===== src/rtl/jk_drive_sequencer.sv =====
// jk_drive_sequencer
// Queues hold/reset/set/toggle commands and replays each one onto a JK latch
// as J/K setup, a bounded enable pulse and J/K hold. A shadow model of the
// latch Q is kept and compared with the latch feedback at the end of every
// command; any disagreement raises a sticky mismatch flag.
module jk_drive_sequencer #(
    parameter int unsigned DEPTH        = 4,
    parameter int unsigned SETUP_CYCLES = 1,
    parameter int unsigned PULSE_CYCLES = 1,
    parameter int unsigned HOLD_CYCLES  = 1
) (
    input  logic                   clk,
    input  logic                   rst_n,
    input  logic                   cmd_valid,
    input  logic [1:0]             cmd,
    output logic                   cmd_ready,
    output logic                   J,
    output logic                   K,
    output logic                   enable,
    input  logic                   q_in,
    output logic                   q_expected,
    output logic                   q_known,
    output logic                   mismatch,
    output logic                   busy,
    output logic [$clog2(DEPTH):0] level
);

    // ------------------------------------------------------------------
    // Derived sizes
    // ------------------------------------------------------------------
    localparam int unsigned AW      = $clog2(DEPTH);
    localparam int unsigned LW      = AW + 1;
    localparam int unsigned MAX_SP  = (SETUP_CYCLES > PULSE_CYCLES) ? SETUP_CYCLES
                                                                    : PULSE_CYCLES;
    localparam int unsigned MAX_CYC = (MAX_SP > HOLD_CYCLES) ? MAX_SP : HOLD_CYCLES;
    localparam int unsigned CW      = $clog2(MAX_CYC + 1);

    localparam logic [CW-1:0] SETUP_LAST = CW'(SETUP_CYCLES - 1);
    localparam logic [CW-1:0] PULSE_LAST = CW'(PULSE_CYCLES - 1);
    localparam logic [CW-1:0] HOLD_LAST  = CW'(HOLD_CYCLES - 1);
    localparam logic [LW-1:0] FULL_LEVEL = LW'(DEPTH);

    // FSM encoding
    localparam logic [1:0] ST_IDLE  = 2'b00;
    localparam logic [1:0] ST_SETUP = 2'b01;
    localparam logic [1:0] ST_PULSE = 2'b10;
    localparam logic [1:0] ST_HOLD  = 2'b11;

    // Command encoding; the two bits are exactly {J, K}
    localparam logic [1:0] CMD_HOLD   = 2'b00;
    localparam logic [1:0] CMD_RESET  = 2'b01;
    localparam logic [1:0] CMD_SET    = 2'b10;
    localparam logic [1:0] CMD_TOGGLE = 2'b11;

    // ------------------------------------------------------------------
    // State
    // ------------------------------------------------------------------
    logic [1:0]    mem_q [DEPTH];
    logic [AW-1:0] wr_ptr_q;
    logic [AW-1:0] rd_ptr_q;
    logic [LW-1:0] level_q;
    logic [LW-1:0] level_d;
    logic          ready_q;
    logic          nonempty_q;

    logic [1:0]    state_q;
    logic [1:0]    state_d;
    logic [CW-1:0] cnt_q;
    logic [CW-1:0] cnt_d;

    logic          j_q;
    logic          k_q;
    logic          en_q;
    logic          qe_q;
    logic          qk_q;
    logic          mis_q;
    logic          busy_q;

    // ------------------------------------------------------------------
    // Control strobes
    // ------------------------------------------------------------------
    logic       push;
    logic       pop;
    logic       load_jk;
    logic       clear_jk;
    logic       enter_pulse;
    logic       leave_pulse;
    logic       do_check;
    logic [1:0] head_cmd;
    logic [1:0] cur_cmd;
    logic       fifo_nonempty;

    // Readiness comes from the registered level, so a full FIFO refuses a
    // push even on the edge where it also pops.
    assign push          = cmd_valid & ready_q;
    assign head_cmd      = mem_q[rd_ptr_q];
    assign cur_cmd       = {j_q, k_q};
    assign fifo_nonempty = (level_q != '0);

    // Sequencing FSM: decides pops, J/K loads and enable edges
    always_comb begin
        state_d     = state_q;
        cnt_d       = cnt_q;
        pop         = 1'b0;
        load_jk     = 1'b0;
        clear_jk    = 1'b0;
        enter_pulse = 1'b0;
        leave_pulse = 1'b0;
        do_check    = 1'b0;

        case (state_q)
            ST_IDLE: begin
                // A freshly written entry becomes poppable one cycle after it
                // lands, giving a fixed two-edge accept-to-drive latency.
                if (fifo_nonempty && nonempty_q) begin
                    pop     = 1'b1;
                    load_jk = 1'b1;
                    cnt_d   = '0;
                    state_d = ST_SETUP;
                end
            end

            ST_SETUP: begin
                if (cnt_q == SETUP_LAST) begin
                    enter_pulse = 1'b1;
                    cnt_d       = '0;
                    state_d     = ST_PULSE;
                end else begin
                    cnt_d = cnt_q + CW'(1);
                end
            end

            ST_PULSE: begin
                if (cnt_q == PULSE_LAST) begin
                    leave_pulse = 1'b1;
                    cnt_d       = '0;
                    state_d     = ST_HOLD;
                end else begin
                    cnt_d = cnt_q + CW'(1);
                end
            end

            ST_HOLD: begin
                if (cnt_q == HOLD_LAST) begin
                    do_check = 1'b1;
                    cnt_d    = '0;
                    // Back-to-back commands skip IDLE entirely
                    if (fifo_nonempty) begin
                        pop     = 1'b1;
                        load_jk = 1'b1;
                        state_d = ST_SETUP;
                    end else begin
                        clear_jk = 1'b1;
                        state_d  = ST_IDLE;
                    end
                end else begin
                    cnt_d = cnt_q + CW'(1);
                end
            end

            default: begin
                cnt_d   = '0;
                state_d = ST_IDLE;
            end
        endcase
    end

    // FIFO occupancy next state
    always_comb begin
        level_d = level_q;
        case ({push, pop})
            2'b10:   level_d = level_q + LW'(1);
            2'b01:   level_d = level_q - LW'(1);
            default: level_d = level_q;
        endcase
    end

    // ------------------------------------------------------------------
    // FIFO
    // ------------------------------------------------------------------

    // Command storage; contents are don't-care once the pointers reset
    always_ff @(posedge clk) begin
        if (push) begin
            mem_q[wr_ptr_q] <= cmd;
        end
    end

    // Pointers wrap naturally because DEPTH is a power of two
    always_ff @(posedge clk or negedge rst_n) begin
        if (!rst_n) begin
            wr_ptr_q <= '0;
            rd_ptr_q <= '0;
        end else begin
            if (push) begin
                wr_ptr_q <= wr_ptr_q + AW'(1);
            end
            if (pop) begin
                rd_ptr_q <= rd_ptr_q + AW'(1);
            end
        end
    end

    // Occupancy, ready flag and delayed non-empty flag
    always_ff @(posedge clk or negedge rst_n) begin
        if (!rst_n) begin
            level_q    <= '0;
            ready_q    <= 1'b0;
            nonempty_q <= 1'b0;
        end else begin
            level_q    <= level_d;
            ready_q    <= (level_d < FULL_LEVEL);
            nonempty_q <= fifo_nonempty;
        end
    end

    // ------------------------------------------------------------------
    // Sequencer registers
    // ------------------------------------------------------------------

    // FSM state and phase counter
    always_ff @(posedge clk or negedge rst_n) begin
        if (!rst_n) begin
            state_q <= ST_IDLE;
            cnt_q   <= '0;
            busy_q  <= 1'b0;
        end else begin
            state_q <= state_d;
            cnt_q   <= cnt_d;
            busy_q  <= (state_d != ST_IDLE);
        end
    end

    // J/K drive: changes only when a command is loaded or the queue drains
    always_ff @(posedge clk or negedge rst_n) begin
        if (!rst_n) begin
            j_q <= 1'b0;
            k_q <= 1'b0;
        end else if (load_jk) begin
            j_q <= head_cmd[1];
            k_q <= head_cmd[0];
        end else if (clear_jk) begin
            j_q <= 1'b0;
            k_q <= 1'b0;
        end
    end

    // Enable pulse; the async reset drops it mid-pulse
    always_ff @(posedge clk or negedge rst_n) begin
        if (!rst_n) begin
            en_q <= 1'b0;
        end else if (enter_pulse) begin
            en_q <= 1'b1;
        end else if (leave_pulse) begin
            en_q <= 1'b0;
        end
    end

    // ------------------------------------------------------------------
    // Latch model and checker
    // ------------------------------------------------------------------

    // Shadow Q, updated when the enable pulse starts
    always_ff @(posedge clk or negedge rst_n) begin
        if (!rst_n) begin
            qe_q <= 1'b0;
            qk_q <= 1'b0;
        end else if (enter_pulse) begin
            unique case (cur_cmd)
                CMD_RESET: begin
                    qe_q <= 1'b0;
                    qk_q <= 1'b1;
                end
                CMD_SET: begin
                    qe_q <= 1'b1;
                    qk_q <= 1'b1;
                end
                // Toggle of an unknown Q stays unknown
                CMD_TOGGLE: begin
                    qe_q <= ~qe_q;
                end
                CMD_HOLD: begin
                    qe_q <= qe_q;
                end
            endcase
        end
    end

    // Sticky mismatch, sampled only on the edge that leaves HOLD
    always_ff @(posedge clk or negedge rst_n) begin
        if (!rst_n) begin
            mis_q <= 1'b0;
        end else if (do_check && qk_q && (q_in != qe_q)) begin
            mis_q <= 1'b1;
        end
    end

    // ------------------------------------------------------------------
    // Outputs
    // ------------------------------------------------------------------
    assign cmd_ready  = ready_q;
    assign J          = j_q;
    assign K          = k_q;
    assign enable     = en_q;
    assign q_expected = qe_q;
    assign q_known    = qk_q;
    assign mismatch   = mis_q;
    assign busy       = busy_q;
    assign level      = level_q;

endmodule

===== config.mk =====
export PLATFORM = sky130hd
export DESIGN_NAME = jk_drive_sequencer
export DESIGN_NICKNAME = d
export VERILOG_FILES = /design/src/rtl/jk_drive_sequencer.sv
export SDC_FILE = /design/constraint.sdc
export NUM_CORES = 1
export LEC_CHECK = 0
export BUFFER_PORTS_ARGS = -buffer_cell sky130_fd_sc_hd__buf_2
export CAP_MARGIN = 20
export CORE_ASPECT_RATIO = 0.7
export CORE_MARGIN = 4
export CORE_UTILIZATION = 25
export DETAILED_ROUTE_END_ITERATION = 7
export GPL_TIMING_DRIVEN = 0
export HOLD_SLACK_MARGIN = 0.06
export SYNTH_ARGS = -nofsm -noshare
export SYNTH_HDL_FRONTEND = slang
export SYNTH_SLANG_ARGS = --single-unit

===== constraint.sdc =====
create_clock -name clk -period 5.3 [get_ports clk]
set_input_delay 0.53 -clock clk [delete_from_list [all_inputs] [get_ports clk]]
set_output_delay 0.53 -clock clk [all_outputs]
set_load 0.01 [all_outputs]

==> metrics.txt <==
# TYPE chip_impl_metric gauge
chip_impl_metric{name="floorplan.initialDensity",unit=""} 0.261
chip_impl_info{name="post-synth-top-area-cell",value="sky130_fd_sc_hd__dfrtp_1"} 1
chip_impl_metric{name="final.fill_count",unit=""} 494
chip_impl_metric{name="crit_path_max_fanout",unit=""} 5
chip_impl_metric{name="netlist.area_leader.share",unit=""} 0.359
chip_impl_info{name="crit_type",value="reg2reg"} 1
chip_impl_info{name="cell_by_cell_listing_of_the_critical_path",value="inv_1 -> ha_1 -> nor3_4 -> ha_1 -> fa_1 -> mux2_2"} 1
chip_impl_metric{name="synth_seq_area_share",unit=""} 0.550
chip_impl_info{name="status",value="finished, final reports clean"} 1
chip_impl_metric{name="die_w",unit="microns"} 92.7
chip_impl_metric{name="detail_route.iter0.violations",unit=""} 13
chip_impl_metric{name="clock_power_share",unit=""} 0.176
chip_impl_metric{name="synth_enable_flop_cells",unit=""} 8
chip_impl_metric{name="post_cts.repair.setup_buffers",unit=""} 0
chip_impl_metric{name="grt_overflow",unit=""} 0
chip_impl_metric{name="grt_util_all_layers",unit=""} 0.0744
chip_impl_metric{name="power_report.internal_total",unit="mW"} 0.584
chip_impl_metric{name="comb_power_share",unit=""} 0.431
chip_impl_info{name="critical_path_source_type",value="register"} 1
chip_impl_metric{name="relSlewSlack",unit=""} 0.723
chip_impl_metric{name="power_density",unit="nW/um^2"} 612
chip_impl_info{name="critPathSlowestCell",value="sky130_fd_sc_hd__fa_1"} 1
chip_impl_metric{name="tightest_slew",unit="ns"} 0.416
chip_impl_metric{name="path_buf_inv",unit=""} 1
chip_impl_metric{name="power_leakage",unit="nW"} 0.657
chip_impl_metric{name="vdd_ir_drop_max",unit="V"} 0.000168
chip_impl_metric{name="clkTransAtPathRegs",unit="ns"} 0.09
chip_impl_metric{name="max_cap_viol",unit=""} 0
chip_impl_metric{name="post_cts_hold_buffer_count",unit=""} 0
chip_impl_metric{name="grt_max_degree",unit=""} 19
chip_impl_metric{name="p_seq_frac",unit=""} 0.393
chip_impl_metric{name="insertedDiodeCount",unit=""} 0
chip_impl_info{name="top_count_cell_post_synth",value="sky130_fd_sc_hd__dfrtp_1"} 1
chip_impl_metric{name="clk_latency",unit="ns"} 0.27
chip_impl_info{name="timing.critical_path.to_type",value="register"} 1
chip_impl_metric{name="place.port_buffers",unit=""} 16
chip_impl_metric{name="worstPathArrival",unit="ns"} 2.47
chip_impl_metric{name="clock_tree.buffer_depth",unit=""} 2
chip_impl_metric{name="syn-cell-area",unit="sq um"} 1250
chip_impl_metric{name="power",unit="mW"} 0.913
chip_impl_metric{name="synth_fp_nets",unit=""} 106
chip_impl_metric{name="final_antenna_net_count",unit=""} 0
chip_impl_metric{name="postSynth.asyncResetShare",unit=""} 0.692
chip_impl_metric{name="switching_share",unit=""} 0.360
chip_impl_metric{name="syn-mean-instance-area",unit="sq um"} 14.6
chip_impl_info{name="path_delay_family",value="adder cells"} 1
chip_impl_metric{name="hold_slack",unit="ns"} 0.180
chip_impl_info{name="type_of_the_tightest_min_delay_check",value="in2async"} 1
chip_impl_metric{name="number_of_failing_hold_endpoints_at_the_final_stage",unit=""} 0
chip_impl_metric{name="design.portCount",unit=""} 17
chip_impl_metric{name="fp.dieH",unit="microns"} 67.3
chip_impl_info{name="cts_tree",value="done"} 1
chip_impl_metric{name="setup_ws",unit="ns"} 2.98
chip_impl_metric{name="core_area",unit="sq um"} 4810
chip_impl_info{name="root_buffer",value="sky130_fd_sc_hd__clkbuf_8"} 1
chip_impl_metric{name="place_hpwl",unit="microns"} 1610
chip_impl_metric{name="route.detailed.wl_per_inst",unit="microns"} 11.4
chip_impl_metric{name="grt_antenna_before_repair",unit=""} 0
chip_impl_metric{name="net-switching-power",unit="mW"} 0.328
chip_impl_metric{name="cts-buffers-inserted",unit=""} 3
chip_impl_metric{name="route.vias.total",unit=""} 687
chip_impl_metric{name="yosys_warnings",unit=""} 0
chip_impl_metric{name="report.final.slew_viol_count",unit=""} 0
chip_impl_metric{name="skew",unit="ns"} 0.00467
chip_impl_metric{name="detail_route.drc_violations",unit=""} 0
chip_impl_metric{name="clock_sink_count",unit=""} 26
chip_impl_metric{name="die-area",unit="sq um"} 6240
chip_impl_metric{name="wire_length_of_the_first_global_routing_pass",unit="microns"} 3620
chip_impl_metric{name="yosysUniqueCellTypes",unit=""} 23
chip_impl_metric{name="synth-seq-cells",unit=""} 26
chip_impl_metric{name="final.period_utilization",unit=""} 0.437
chip_impl_metric{name="first_pass_iters",unit=""} 2
chip_impl_metric{name="post_cts_resize_count",unit=""} 0
chip_impl_metric{name="setup_violations",unit=""} 0
chip_impl_metric{name="setup-tns-final",unit="ns"} 0
chip_impl_metric{name="globalplace.congestion",unit=""} 0.714
chip_impl_metric{name="routed_wl",unit="microns"} 2000
chip_impl_metric{name="worst-endpoint-required",unit="ns"} 5.46
chip_impl_metric{name="post_route_cells_drive_above_1_share",unit=""} 0.264
chip_impl_metric{name="cp_slowest_stage_delay",unit="ns"} 0.42
chip_impl_info{name="grt_setup_unrepaired",value="no"} 1
chip_impl_metric{name="grt_pass1_vias",unit=""} 753
chip_impl_metric{name="floorplan_row_count",unit=""} 21
chip_impl_info{name="synthTopCellsByArea",value="sky130_fd_sc_hd__dfrtp_1 36%, sky130_fd_sc_hd__edfxtp_1 19%, sky130_fd_sc_hd__ha_1 13%"} 1
chip_impl_metric{name="fmax",unit="MHz"} 431
chip_impl_metric{name="vias_per_cell",unit=""} 3.93
chip_impl_metric{name="signed_area_change_from_the_synthesized_netlist_to_the_final_layout",unit="%"} 18.9
chip_impl_metric{name="number_of_standard_cells_after_synthesis",unit=""} 86
chip_impl_metric{name="pre_cts_ws",unit="ns"} 2.99
chip_impl_metric{name="fin_crit",unit="ns"} 2.32
chip_impl_metric{name="cts_max_level",unit=""} 1
chip_impl_info{name="critPathMostFrequentCell",value="sky130_fd_sc_hd__ha_1"} 1
chip_impl_metric{name="layout.nets",unit=""} 127
chip_impl_info{name="ys.flop_type",value="sky130_fd_sc_hd__dfrtp_1"} 1
chip_impl_info{name="yosys-top-cells-count",value="18 x sky130_fd_sc_hd__dfrtp_1, 13 x sky130_fd_sc_hd__ha_1, 8 x sky130_fd_sc_hd__edfxtp_1, 8 x sky130_fd_sc_hd__inv_1"} 1
-- final timing paths --
kind | end | slack, ns | from | depth (start not counted)
max | level[1] | 2.98 | state_q[0] | 6
min | busy | 0.18 | rst_n | 1
max reg2reg | level[1] | 2.98 | state_q[0] | 6
min reg2reg | mismatch | 0.48 | mismatch | 1
max in group asynchronous | rd_ptr_q[0] | 4.82 | rst_n | 1
min in group clk | mismatch | 0.48 | mismatch | 1
-- power groups by stage --
stage / Combinational [mW] / Sequential [mW] / Clock [mW]
after global routing: 0.451 / 0.374 / 0.178
after floorplan: 0.289 / 0.367 / 0
final: 0.394 / 0.358 / 0.161
after global placement: 0.386 / 0.359 / 0
after detailed placement: 0.403 / 0.365 / 0
after CTS: 0.405 / 0.361 / 0.166
-- routing by layer --
metal | vias up | part of all wire | global-route usage
li1 | 341 | - | -
met1 | 330 | 0.49 | 0.0982
met2 | 16 | 0.43 | 0.115
met3 | 0 | 0.082 | 0.0345
met4 | 0 | 0 | 0.0110
met5 | - | 0 | 0
-- cells in the final DEF (no fill, tap or decap), types with 2 or more instances in the layout --
| cell type | count |
|---|---|
| sky130_fd_sc_hd__nor2_1 | 2 |
| sky130_fd_sc_hd__nor3_4 | 2 |
| sky130_fd_sc_hd__mux2_2 | 3 |
| sky130_fd_sc_hd__and3_1 | 4 |
| sky130_fd_sc_hd__dfrtp_1 | 18 |
| sky130_fd_sc_hd__xor2_1 | 4 |
| sky130_fd_sc_hd__mux2_4 | 2 |
| sky130_fd_sc_hd__edfxtp_1 | 8 |
| sky130_fd_sc_hd__xnor2_1 | 4 |
| sky130_fd_sc_hd__buf_2 | 16 |
| sky130_fd_sc_hd__inv_1 | 8 |
| sky130_fd_sc_hd__clkbuf_8 | 3 |
| sky130_fd_sc_hd__ha_1 | 13 |
| sky130_fd_sc_hd__mux4_1 | 2 |
| sky130_fd_sc_hd__a21oi_1 | 4 |
| sky130_fd_sc_hd__nand2_1 | 2 |
| sky130_fd_sc_hd__o31ai_1 | 2 |
-- state kept, by name (all words and copies together), names as in the netlist, named ones only --
register and flops:
enable 1, rd_ptr_q 2, q_known 1, state_q 2, cmd_ready 1, level 2
busy 1, nonempty_q 1, J 1, mismatch 1, mem_q 8, q_expected 1
wr_ptr_q 2, K 1
-- kinds of logic after synthesis --
family          synth area share
fa+ha+maj                  0.146
compound gates            0.0518
xor+xnor                  0.0558
buf+inv                   0.0239
mux                       0.0927
simple gates              0.0798
flops                      0.550
-- per-stage QoR --
step / instances / instance area (sq um) / util
2_1_floorplan: 86 / 1250 / -
3_3_place_gp: 171 / 1420 / 0.296
3_5_place_dp: 171 / 1420 / 0.296
4_1_cts: 175 / 1490 / 0.310
5_1_grt: 175 / 1490 / 0.310
6_report: 175 / 1490 / 0.310
-- worst register-to-register path, stage by stage, from the launching register on --
cell                      delay, ns
sky130_fd_sc_hd__dfrtp_1       0.39
sky130_fd_sc_hd__inv_1         0.10
sky130_fd_sc_hd__ha_1          0.41
sky130_fd_sc_hd__nor3_4        0.35
sky130_fd_sc_hd__ha_1          0.27
sky130_fd_sc_hd__fa_1          0.42
sky130_fd_sc_hd__mux2_2        0.27
-- final cells by class --
type	count	area (sq um)	area share
well taps	69	86.3	0.0578
clock inverters	1	30.0	0.0201
flip-flops and latches	26	691	0.463
multi-input cells	52	534	0.358
inverters	8	30.0	0.0201
repair buffers	16	80.1	0.0536
clock buffers	3	41.3	0.0277
No activity file was read; power rests on OpenSTA's default activity.
